File: src/rtl/gpu_pkg.sv
// Shared types for the fragment depth/colour writer.
//   frag_t      : one rasterised fragment (fixed-point x/y, signed depth, 24-bit colour)
//   state_t     : writer FSM state encoding
//   PIXEL_BYTES : bytes per pixel in both colour and depth buffers
package gpu_pkg;

   localparam int unsigned PIXEL_BYTES = 4;

   typedef struct packed {
      logic signed [31:0] x;
      logic signed [31:0] y;
      logic signed [31:0] z;
      logic        [23:0] rgb;
   } frag_t;

   typedef enum logic [2:0] {
      IDLE,
      CHECK,
      ZREAD,
      ZWAIT,
      ZWRITE,
      CWRITE
   } state_t;

endpackage

File: src/rtl/frag_fifo.sv
// Synchronous FIFO for fragments, first-word-fall-through read port.
//   i_clk/i_rst      : clock, asynchronous active-high reset (empties the FIFO)
//   i_push/i_data    : write one entry (ignored when full)
//   i_pop            : discard the head entry (ignored when empty)
//   o_data           : current head entry
//   o_full/o_empty   : occupancy flags
module frag_fifo #(
   parameter int unsigned DEPTH = 4,
   parameter type         T     = logic [31:0]
) (
   input  logic i_clk,
   input  logic i_rst,
   input  logic i_push,
   input  T     i_data,
   input  logic i_pop,
   output T     o_data,
   output logic o_full,
   output logic o_empty
);

   localparam int unsigned AW = (DEPTH > 1) ? $clog2(DEPTH) : 1;
   localparam logic [AW:0] PTR_ONE = 1;

   T            r_mem [DEPTH];
   logic [AW:0] r_wptr;
   logic [AW:0] r_rptr;
   logic        w_push;
   logic        w_pop;

   assign w_push = i_push & ~o_full;
   assign w_pop  = i_pop & ~o_empty;

   // Pointers carry one extra wrap bit so full and empty are distinguishable.
   always_ff @(posedge i_clk or posedge i_rst) begin
      if (i_rst) begin
         r_wptr <= '0;
         r_rptr <= '0;
      end else begin
         if (w_push) r_wptr <= r_wptr + PTR_ONE;
         if (w_pop)  r_rptr <= r_rptr + PTR_ONE;
      end
   end

   always_ff @(posedge i_clk) begin
      if (w_push) r_mem[r_wptr[AW-1:0]] <= i_data;
   end

   assign o_data  = r_mem[r_rptr[AW-1:0]];
   assign o_empty = (r_wptr == r_rptr);
   assign o_full  = (r_wptr[AW] != r_rptr[AW]) && (r_wptr[AW-1:0] == r_rptr[AW-1:0]);

endmodule

File: src/rtl/frag_zbuf_writer.sv
// Fragment writer: buffers incoming fragments, clips them to the framebuffer, optionally
// performs a less-than depth test against the Z buffer, and writes depth and colour over an
// Avalon-MM style master port. Keeps written / depth-failed / clipped statistics.
//   CLK_clk, RESET_reset          : clock, asynchronous active-high reset
//   frag_valid/frag_ready         : fragment handshake; frag_x/y fixed-point, frag_z, frag_rgb
//   frame_pointer/z_buffer_pointer: colour and depth buffer base byte addresses
//   clear_stats                   : zero the three counters
//   busy                          : fragment in flight or buffered
//   cnt_written/zfail/clipped     : statistics counters
//   M_*                           : memory master port
module frag_zbuf_writer
   import gpu_pkg::*;
#(
   parameter int unsigned FB_WIDTH   = 640,
   parameter int unsigned FB_HEIGHT  = 480,
   parameter int unsigned FIFO_DEPTH = 4,
   parameter int unsigned FRAC_BITS  = 8,
   parameter bit          ZTEST_EN   = 1'b1
) (
   input  logic        CLK_clk,
   input  logic        RESET_reset,
   input  logic        frag_valid,
   output logic        frag_ready,
   input  logic [31:0] frag_x,
   input  logic [31:0] frag_y,
   input  logic [31:0] frag_z,
   input  logic [23:0] frag_rgb,
   input  logic [31:0] frame_pointer,
   input  logic [31:0] z_buffer_pointer,
   input  logic        clear_stats,
   output logic        busy,
   output logic [31:0] cnt_written,
   output logic [31:0] cnt_zfail,
   output logic [31:0] cnt_clipped,
   output logic [31:0] M_address,
   output logic        M_chipselect,
   output logic        M_read,
   output logic        M_write,
   output logic [31:0] M_writedata,
   input  logic [31:0] M_readdata,
   input  logic        M_readdatavalid,
   input  logic        M_waitrequest
);

   localparam logic signed [31:0] FB_W_S = 32'(FB_WIDTH);
   localparam logic signed [31:0] FB_H_S = 32'(FB_HEIGHT);
   localparam logic        [31:0] FB_W_U = 32'(FB_WIDTH);
   localparam logic        [31:0] PIX_U  = 32'(PIXEL_BYTES);

   state_t             r_state;
   state_t             w_state_nxt;
   frag_t              r_frag;
   frag_t              w_fifo_in;
   frag_t              w_fifo_out;
   logic               w_full;
   logic               w_empty;
   logic               w_pop;
   logic               w_push;
   logic signed [31:0] w_px;
   logic signed [31:0] w_py;
   logic               w_clip;
   logic        [31:0] w_offset;
   logic        [31:0] r_caddr;
   logic        [31:0] r_zaddr;
   logic               w_zpass;
   logic               w_inc_written;
   logic               w_inc_zfail;
   logic               w_inc_clipped;
   logic        [31:0] r_cnt_written;
   logic        [31:0] r_cnt_zfail;
   logic        [31:0] r_cnt_clipped;

   // Not ready while reset is held, so nothing is captured into a FIFO being cleared.
   assign frag_ready = ~w_full & ~RESET_reset;
   assign w_push     = frag_valid & frag_ready;

   always_comb begin
      w_fifo_in     = '0;
      w_fifo_in.x   = frag_x;
      w_fifo_in.y   = frag_y;
      w_fifo_in.z   = frag_z;
      w_fifo_in.rgb = frag_rgb;
   end

   frag_fifo #(
      .DEPTH (FIFO_DEPTH),
      .T     (frag_t)
   ) u_fifo (
      .i_clk   (CLK_clk),
      .i_rst   (RESET_reset),
      .i_push  (w_push),
      .i_data  (w_fifo_in),
      .i_pop   (w_pop),
      .o_data  (w_fifo_out),
      .o_full  (w_full),
      .o_empty (w_empty)
   );

   // Pixel coordinates and byte offset of the working fragment (32-bit wrap-around).
   assign w_px     = $signed(r_frag.x) >>> FRAC_BITS;
   assign w_py     = $signed(r_frag.y) >>> FRAC_BITS;
   assign w_clip   = (w_px < 0) || (w_py < 0) || (w_px >= FB_W_S) || (w_py >= FB_H_S);
   assign w_offset = ($unsigned(w_py) * FB_W_U + $unsigned(w_px)) * PIX_U;

   // Strictly nearer wins; equal depth fails.
   assign w_zpass = $signed(r_frag.z) < $signed(M_readdata);

   always_comb begin
      w_state_nxt = r_state;
      w_pop       = 1'b0;
      unique case (r_state)
         IDLE: begin
            if (!w_empty) begin
               w_pop       = 1'b1;
               w_state_nxt = CHECK;
            end
         end
         CHECK: begin
            if (w_clip)        w_state_nxt = IDLE;
            else if (ZTEST_EN) w_state_nxt = ZREAD;
            else               w_state_nxt = CWRITE;
         end
         ZREAD: begin
            if (!M_waitrequest) w_state_nxt = ZWAIT;
         end
         ZWAIT: begin
            if (M_readdatavalid) w_state_nxt = w_zpass ? ZWRITE : IDLE;
         end
         ZWRITE: begin
            if (!M_waitrequest) w_state_nxt = CWRITE;
         end
         CWRITE: begin
            if (!M_waitrequest) w_state_nxt = IDLE;
         end
         default: w_state_nxt = IDLE;
      endcase
   end

   always_ff @(posedge CLK_clk or posedge RESET_reset) begin
      if (RESET_reset) begin
         r_state <= IDLE;
         r_frag  <= '0;
         r_caddr <= '0;
         r_zaddr <= '0;
      end else begin
         r_state <= w_state_nxt;
         if (w_pop) r_frag <= w_fifo_out;
         // Base pointers are captured once per fragment and held for its bus accesses.
         if (r_state == CHECK) begin
            r_caddr <= frame_pointer + w_offset;
            r_zaddr <= z_buffer_pointer + w_offset;
         end
      end
   end

   // Bus outputs decode from registered state only, so they hold steady under waitrequest.
   always_comb begin
      M_chipselect = 1'b0;
      M_read       = 1'b0;
      M_write      = 1'b0;
      M_address    = '0;
      M_writedata  = '0;
      unique case (r_state)
         ZREAD: begin
            M_chipselect = 1'b1;
            M_read       = 1'b1;
            M_address    = r_zaddr;
         end
         ZWRITE: begin
            M_chipselect = 1'b1;
            M_write      = 1'b1;
            M_address    = r_zaddr;
            M_writedata  = r_frag.z;
         end
         CWRITE: begin
            M_chipselect = 1'b1;
            M_write      = 1'b1;
            M_address    = r_caddr;
            M_writedata  = {8'h00, r_frag.rgb};
         end
         default: ;
      endcase
   end

   assign w_inc_written = (r_state == CWRITE) && !M_waitrequest;
   assign w_inc_zfail   = (r_state == ZWAIT) && M_readdatavalid && !w_zpass;
   assign w_inc_clipped = (r_state == CHECK) && w_clip;

   always_ff @(posedge CLK_clk or posedge RESET_reset) begin
      if (RESET_reset) begin
         r_cnt_written <= '0;
         r_cnt_zfail   <= '0;
         r_cnt_clipped <= '0;
      end else if (clear_stats) begin
         r_cnt_written <= '0;
         r_cnt_zfail   <= '0;
         r_cnt_clipped <= '0;
      end else begin
         if (w_inc_written) r_cnt_written <= r_cnt_written + 32'd1;
         if (w_inc_zfail)   r_cnt_zfail   <= r_cnt_zfail + 32'd1;
         if (w_inc_clipped) r_cnt_clipped <= r_cnt_clipped + 32'd1;
      end
   end

   assign cnt_written = r_cnt_written;
   assign cnt_zfail   = r_cnt_zfail;
   assign cnt_clipped = r_cnt_clipped;
   assign busy        = (r_state != IDLE) || !w_empty;

endmodule

File: config.mk
export PLATFORM = sky130hd
export DESIGN_NAME = frag_zbuf_writer
export DESIGN_NICKNAME = d
export VERILOG_FILES = /design/src/rtl/gpu_pkg.sv /design/src/rtl/frag_fifo.sv /design/src/rtl/frag_zbuf_writer.sv
export SDC_FILE = /design/constraint.sdc
export NUM_CORES = 1
export LEC_CHECK = 0
export CAP_MARGIN = 20
export CELL_PAD_IN_SITES_DETAIL_PLACEMENT = 0
export CELL_PAD_IN_SITES_GLOBAL_PLACEMENT = 1
export CORE_MARGIN = 8
export CORE_UTILIZATION = 51
export CTS_CLUSTER_DIAMETER = 80
export DETAILED_ROUTE_END_ITERATION = 12
export GPL_TIMING_DRIVEN = 0
export PLACE_DENSITY = 0.95
export SKIP_CTS_REPAIR_TIMING = 1
export SLEW_MARGIN = 10
export SYNTH_ARGS = -nofsm -noshare
export SYNTH_HDL_FRONTEND = slang
export SYNTH_HIERARCHICAL = 1
export SYNTH_SLANG_ARGS = --single-unit
File: constraint.sdc
create_clock -name CLK_clk -period 19.7 [get_ports CLK_clk]
set_clock_uncertainty 0.1 [all_clocks]
set_input_delay 3.94 -clock CLK_clk [delete_from_list [all_inputs] [get_ports CLK_clk]]
set_output_delay 3.94 -clock CLK_clk [all_outputs]
set_load 0.03 [all_outputs]
After elaboration in Yosys (flattened, before gate mapping)
Memory sizes are Yosys's and may differ from the RTL's. A register that Yosys moved wholly into a read port is not among the register bits. Index checks and enable logic that the tools add are counted.

Add/subtract/negate cells: 8. Multipliers: 1. Divide/modulo/power cells: 0. $lt $le $gt $ge: 5. Equality and inequality tests: 13. Shift operators: 0. Mux-type cells: 23. Bitwise operators: 7. Reduce and logical (&&, ||, !) cells: 21.

Operator list (number): 32-bit two-way mux (6); 32-bit case mux with 2 select lines (2); 32-bit by 1-bit adder with 32-bit output, second input constant (3); 32-bit adder (2); 24-bit by 1-bit < comparator with 1-bit output, second input constant (2); 32-bit < comparator (1); 32-bit by 3-bit multiplier with 23-bit output, second input constant (1); 30-bit adder (1); 24-bit by 10-bit >= comparator with 1-bit output, second input constant (1); 24-bit by 11-bit >= comparator with 1-bit output, second input constant (1); 3-bit two-way mux (6); 3-bit case mux with 6 select lines (1); 2-bit inequality test, second input constant (5); 1-bit two-way mux (7); 3-bit by 1-bit adder with 3-bit output, second input constant (2); 3-bit by 2-bit equality test with 1-bit output, second input constant (2); 3-bit equality test, second input constant (2); 2-bit nonzero test (3); 1-bit logical AND (5); 5-bit AND reduction (1); 1-bit AND (4); 1-bit logical OR (4); 2-bit OR reduction (2); 3-bit by 1-bit equality test with 1-bit output, second input constant (1); other kinds (9) (13).

Flip-flop bits (word level): 169. Bits in latches: 0. Bits in writable memories: 480. Memory bits (read-only): 0. Output and inout port bits: 165. Word-level logic and storage cells: 87. Memories: 1.

Memory list: u_fifo.r_mem (depth 4, width 120, rd ports 1, clocked after Yosys merged registers in 1, wr ports 1, line frag_fifo.sv:24) `T r_mem [DEPTH];`.

Depth between registers and ports, before layout
Word-level depth: 8. Mapped depth: 29. Mapped depth without buffers: 29.

Cells and area by module
Netlist, hierarchy kept.

By module, submodules not included: frag_fifo (times used 1, cells each 677, area an instance 17790.8 sq um); frag_zbuf_writer (times used 1, cells each 1770, area an instance 17018.8 sq um).

Worst setup path after synthesis
Ideal clock, no wire load.

Path type: input-to-reg. From: input RESET_reset. To: memory u_fifo/r_mem[3][0] (netlist name) (enable). Setup time: 534 ps. Arrival time: 8379 ps. Required time: 19066 ps. Setup slack: 10687 ps. Cell stages on the path: 4. Cell sequence: nor2_1 > and2_1 > nand2_1 > a31oi_2.

Cells in the longest elaborated chain, start to end: 6.

Ends and longest elaborated chain: from (decl) (line frag_zbuf_writer.sv:21) `input logic RESET_reset,`; 1-bit NOT (line frag_zbuf_writer.sv:74) `assign frag_ready = ~w_full & ~RESET_reset;`; 1-bit AND (line frag_zbuf_writer.sv:74); 1-bit AND (line frag_zbuf_writer.sv:75) `assign w_push = frag_valid & frag_ready;`; net w_push (line frag_zbuf_writer.sv:58) `logic w_push;`; 1-bit AND (line frag_fifo.sv:30) `assign w_push = i_push & ~o_full;`; 1-bit two-way mux (line frag_fifo.sv:45) `if (w_push) r_mem[r_wptr[AW-1:0]] <= i_data;`; 1-bit two-way mux (not written as such) (line frag_fifo.sv:45); to (decl) (line frag_fifo.sv:24).

The timed path passes the listed nets, and every way through them passes these cells.

Final worst setup path
From: input RESET_reset. To: output frag_ready.

Cells in the longest elaborated chain, start to end: 2.

Ends and longest elaborated chain: 1-bit NOT (line frag_zbuf_writer.sv:74); 1-bit AND (line frag_zbuf_writer.sv:74); to (decl) (line frag_zbuf_writer.sv:23) `output logic frag_ready,`.

Every way passes these cells.

==> summary.md <==
| Metric | Value |
|---|---|
| Status | `completed` |
| Total number of vias | `21,400` |
| DR WL/cell | `around 23 um` |
| Grt total ovfl | `0` |
| CP Class | `in -> out` |
| R2r startpoint | `r_frag[65]` |
| Slack of the worst reg-to-reg path | `13.07 ns` |
| Min Tclk post-route | `~9.4 ns` |
| Synth Warn # | `6` |
| Buffers added on ports | `370` |
| First-pass GRT wire length | `130,000 um` |
| Met2 Track Usage GR | `39.7%` |
| Synth Cell Area | `between 30,000 and 40,000 sq um` |
| Final ANT Viol Nets | `0` |
| Post-Syn Area per Cell | `13.7 sq um` |
| Worst r2r path cells | `27` |
| Slew of the pin with the lowest slew margin | `1.17 ns` |
| Final #Nets | `~3,200` |
| Period Utilization, post-route | `47.7%` |
| Final instance area | `40,200 sq um` |
| Clock Latency Late Sink | `0.62 ns` |
| Drt first pass iters | `5` |
| HPWL after DPL | `61,600 um` |
| RSZ-0062 raised after global routing | `no` |
| Number of global-route vias before repair | `22,300` |
| Via-per-instance ratio | `about 5.7` |
| Reg-to-Reg End | `r_caddr[31]` |
| Die footprint | `around 72,000 sq um` |
| Clock Tree Root | `clkbuf_16` |
| DP Area | `~38,000 sq um` |
| Hold-critical path depth | `2` |
| Met3 layer usage reported by global route | `5.35%` |
| Top achievable clock speed | `0.106 GHz` |
| Fin. Hold Viols | `0` |
| Final wirelength | `84,800 um` |
| Critical path launch point type | `primary input` |
| IO Pins | `between 300 and 400` |
| Gpl congestion | `0.929` |
| Row count | `approximately 90` |
| Die extent in x | `269 um` |
| Area growth syn-to-layout | `23.6%` |
| CTS tree | `done` |
| Gr busiest metal | `met2` |
| # DRC | `0` |
| Die Height | `approximately 270 um` |
| Core region area | `about 63,000 sq um` |
| Worst Path Arrival | `5.36 ns` |
| Initial antenna violation count | `20` |
| HP Class | `reg -> reg` |
| Clock transition at path regs | `0.06 ns` |
| CTS Buf Count | `73` |
| Setup TNS | `0 ns` |
| Clock buffer depth | `3` |
| DRT iter0 DRCs | `1,583` |
| CP Max Fanout | `3` |
| Syn Inst Count | `2,367` |
| Max_slew headroom | `a little over a fifth` |
| Worst EP required | `15.66 ns` |
| Final Max Slew Viols | `0` |
| Overall Global Routing Usage | `23.2%` |
| GR Util met1 | `29.4%` |
| Largest net degree at the start of global routing | `108` |
| Share of layout cells above drive strength 1 | `13.3%` |
| Element type at the critical path end | `output pin` |
| Hold EP | `r_caddr[14]` |
| Final worst slack | `10.30 ns` |
| # H-tree levels | `3` |
| Max cap viols | `0` |
| Hold Path Origin | `r_caddr[14]` |
| TritonCTS Sinks | `689` |
| Initial Util | `51.6%` |
| Dpl ws | `10.29 ns` |
| Final setup fails | `0` |
| Mapped Nets | `roughly 2,800` |
==> per-layer routing <==
layer  routed length (um)  part of all wire [%]  vias to the layer above
met1                33700                    40                    10600
met3                 6660                   7.9                      136
met5                   87                  0.10                        -
li1                     -                     -                     9878
met4                 2270                   2.7                       12
met2                42000                    50                      752
==> cell usage in the layout, fill, tap and decap left out, drive strengths merged, types with 48 or more instances in the layout <==
cell           count
inv               78
xnor2             74
nand2            169
a21o              48
edfxtp           416
dfrtp            273
mux2             104
xor2              87
a22o              56
nor2             137
o21ai            122
clkbuf           158
mux4             104
a21oi            101
clkdlybuf4s50    370
ha               160
==> layout make-up <==
class | count | area (sq um)
fill | 4556 | 22900
buffer | 88 | 424
multi-input combinational | 1518 | 12500
timing repair buffer | 388 | 4120
tap | 846 | 1060
sequential | 689 | 19300
clock inverter | 38 | 372
antenna | 14 | 35.0
clock buffer | 97 | 2050
inverter | 72 | 278
==> critical path, cell delays in order <==
cell             delay [ns]
clkdlybuf4s50_1        0.53
nor2_1                 0.19
clkdlybuf4s50_1        0.70
==> sequential cells by signal, indices dropped and copies added, names as in the netlist <==
| name | flops |
|---|---|
| cnt_clipped | 32 |
| r_caddr | 32 |
| r_zaddr | 32 |
| u_fifo/r_wptr | 3 |
| r_frag | 104 |
| cnt_zfail | 32 |
| u_fifo/r_mem | 416 |
| cnt_written | 32 |
| u_fifo/r_rptr | 3 |
| r_state | 3 |
==> how the worst max path moves through the flow <==
stage	from	endpoint	slack, ns	cells past startpoint
2_1_floorplan	RESET_reset	cnt_clipped[0]	8.31	1
3_3_place_gp	RESET_reset	cnt_clipped[16]	4.50	2
3_5_place_dp	RESET_reset	frag_ready	10.29	3
4_1_cts	RESET_reset	frag_ready	10.30	3
5_1_grt	RESET_reset	frag_ready	10.22	3
6_report	RESET_reset	frag_ready	10.30	3
==> metrics by stage <==
step,std cells,util [%],hold WS (ns)
finish,3750,63.7,0.382
floorplan,2367,-,0.344
CTS,3736,63.7,0.383
detailed placement,3601,59.9,0.365
global route,3741,63.7,0.393
global placement,3583,59.1,0.360
Power is left out: the tool's default activity adds up to more than one toggle a clock period on the data nets, which glitch-free logic cannot reach.
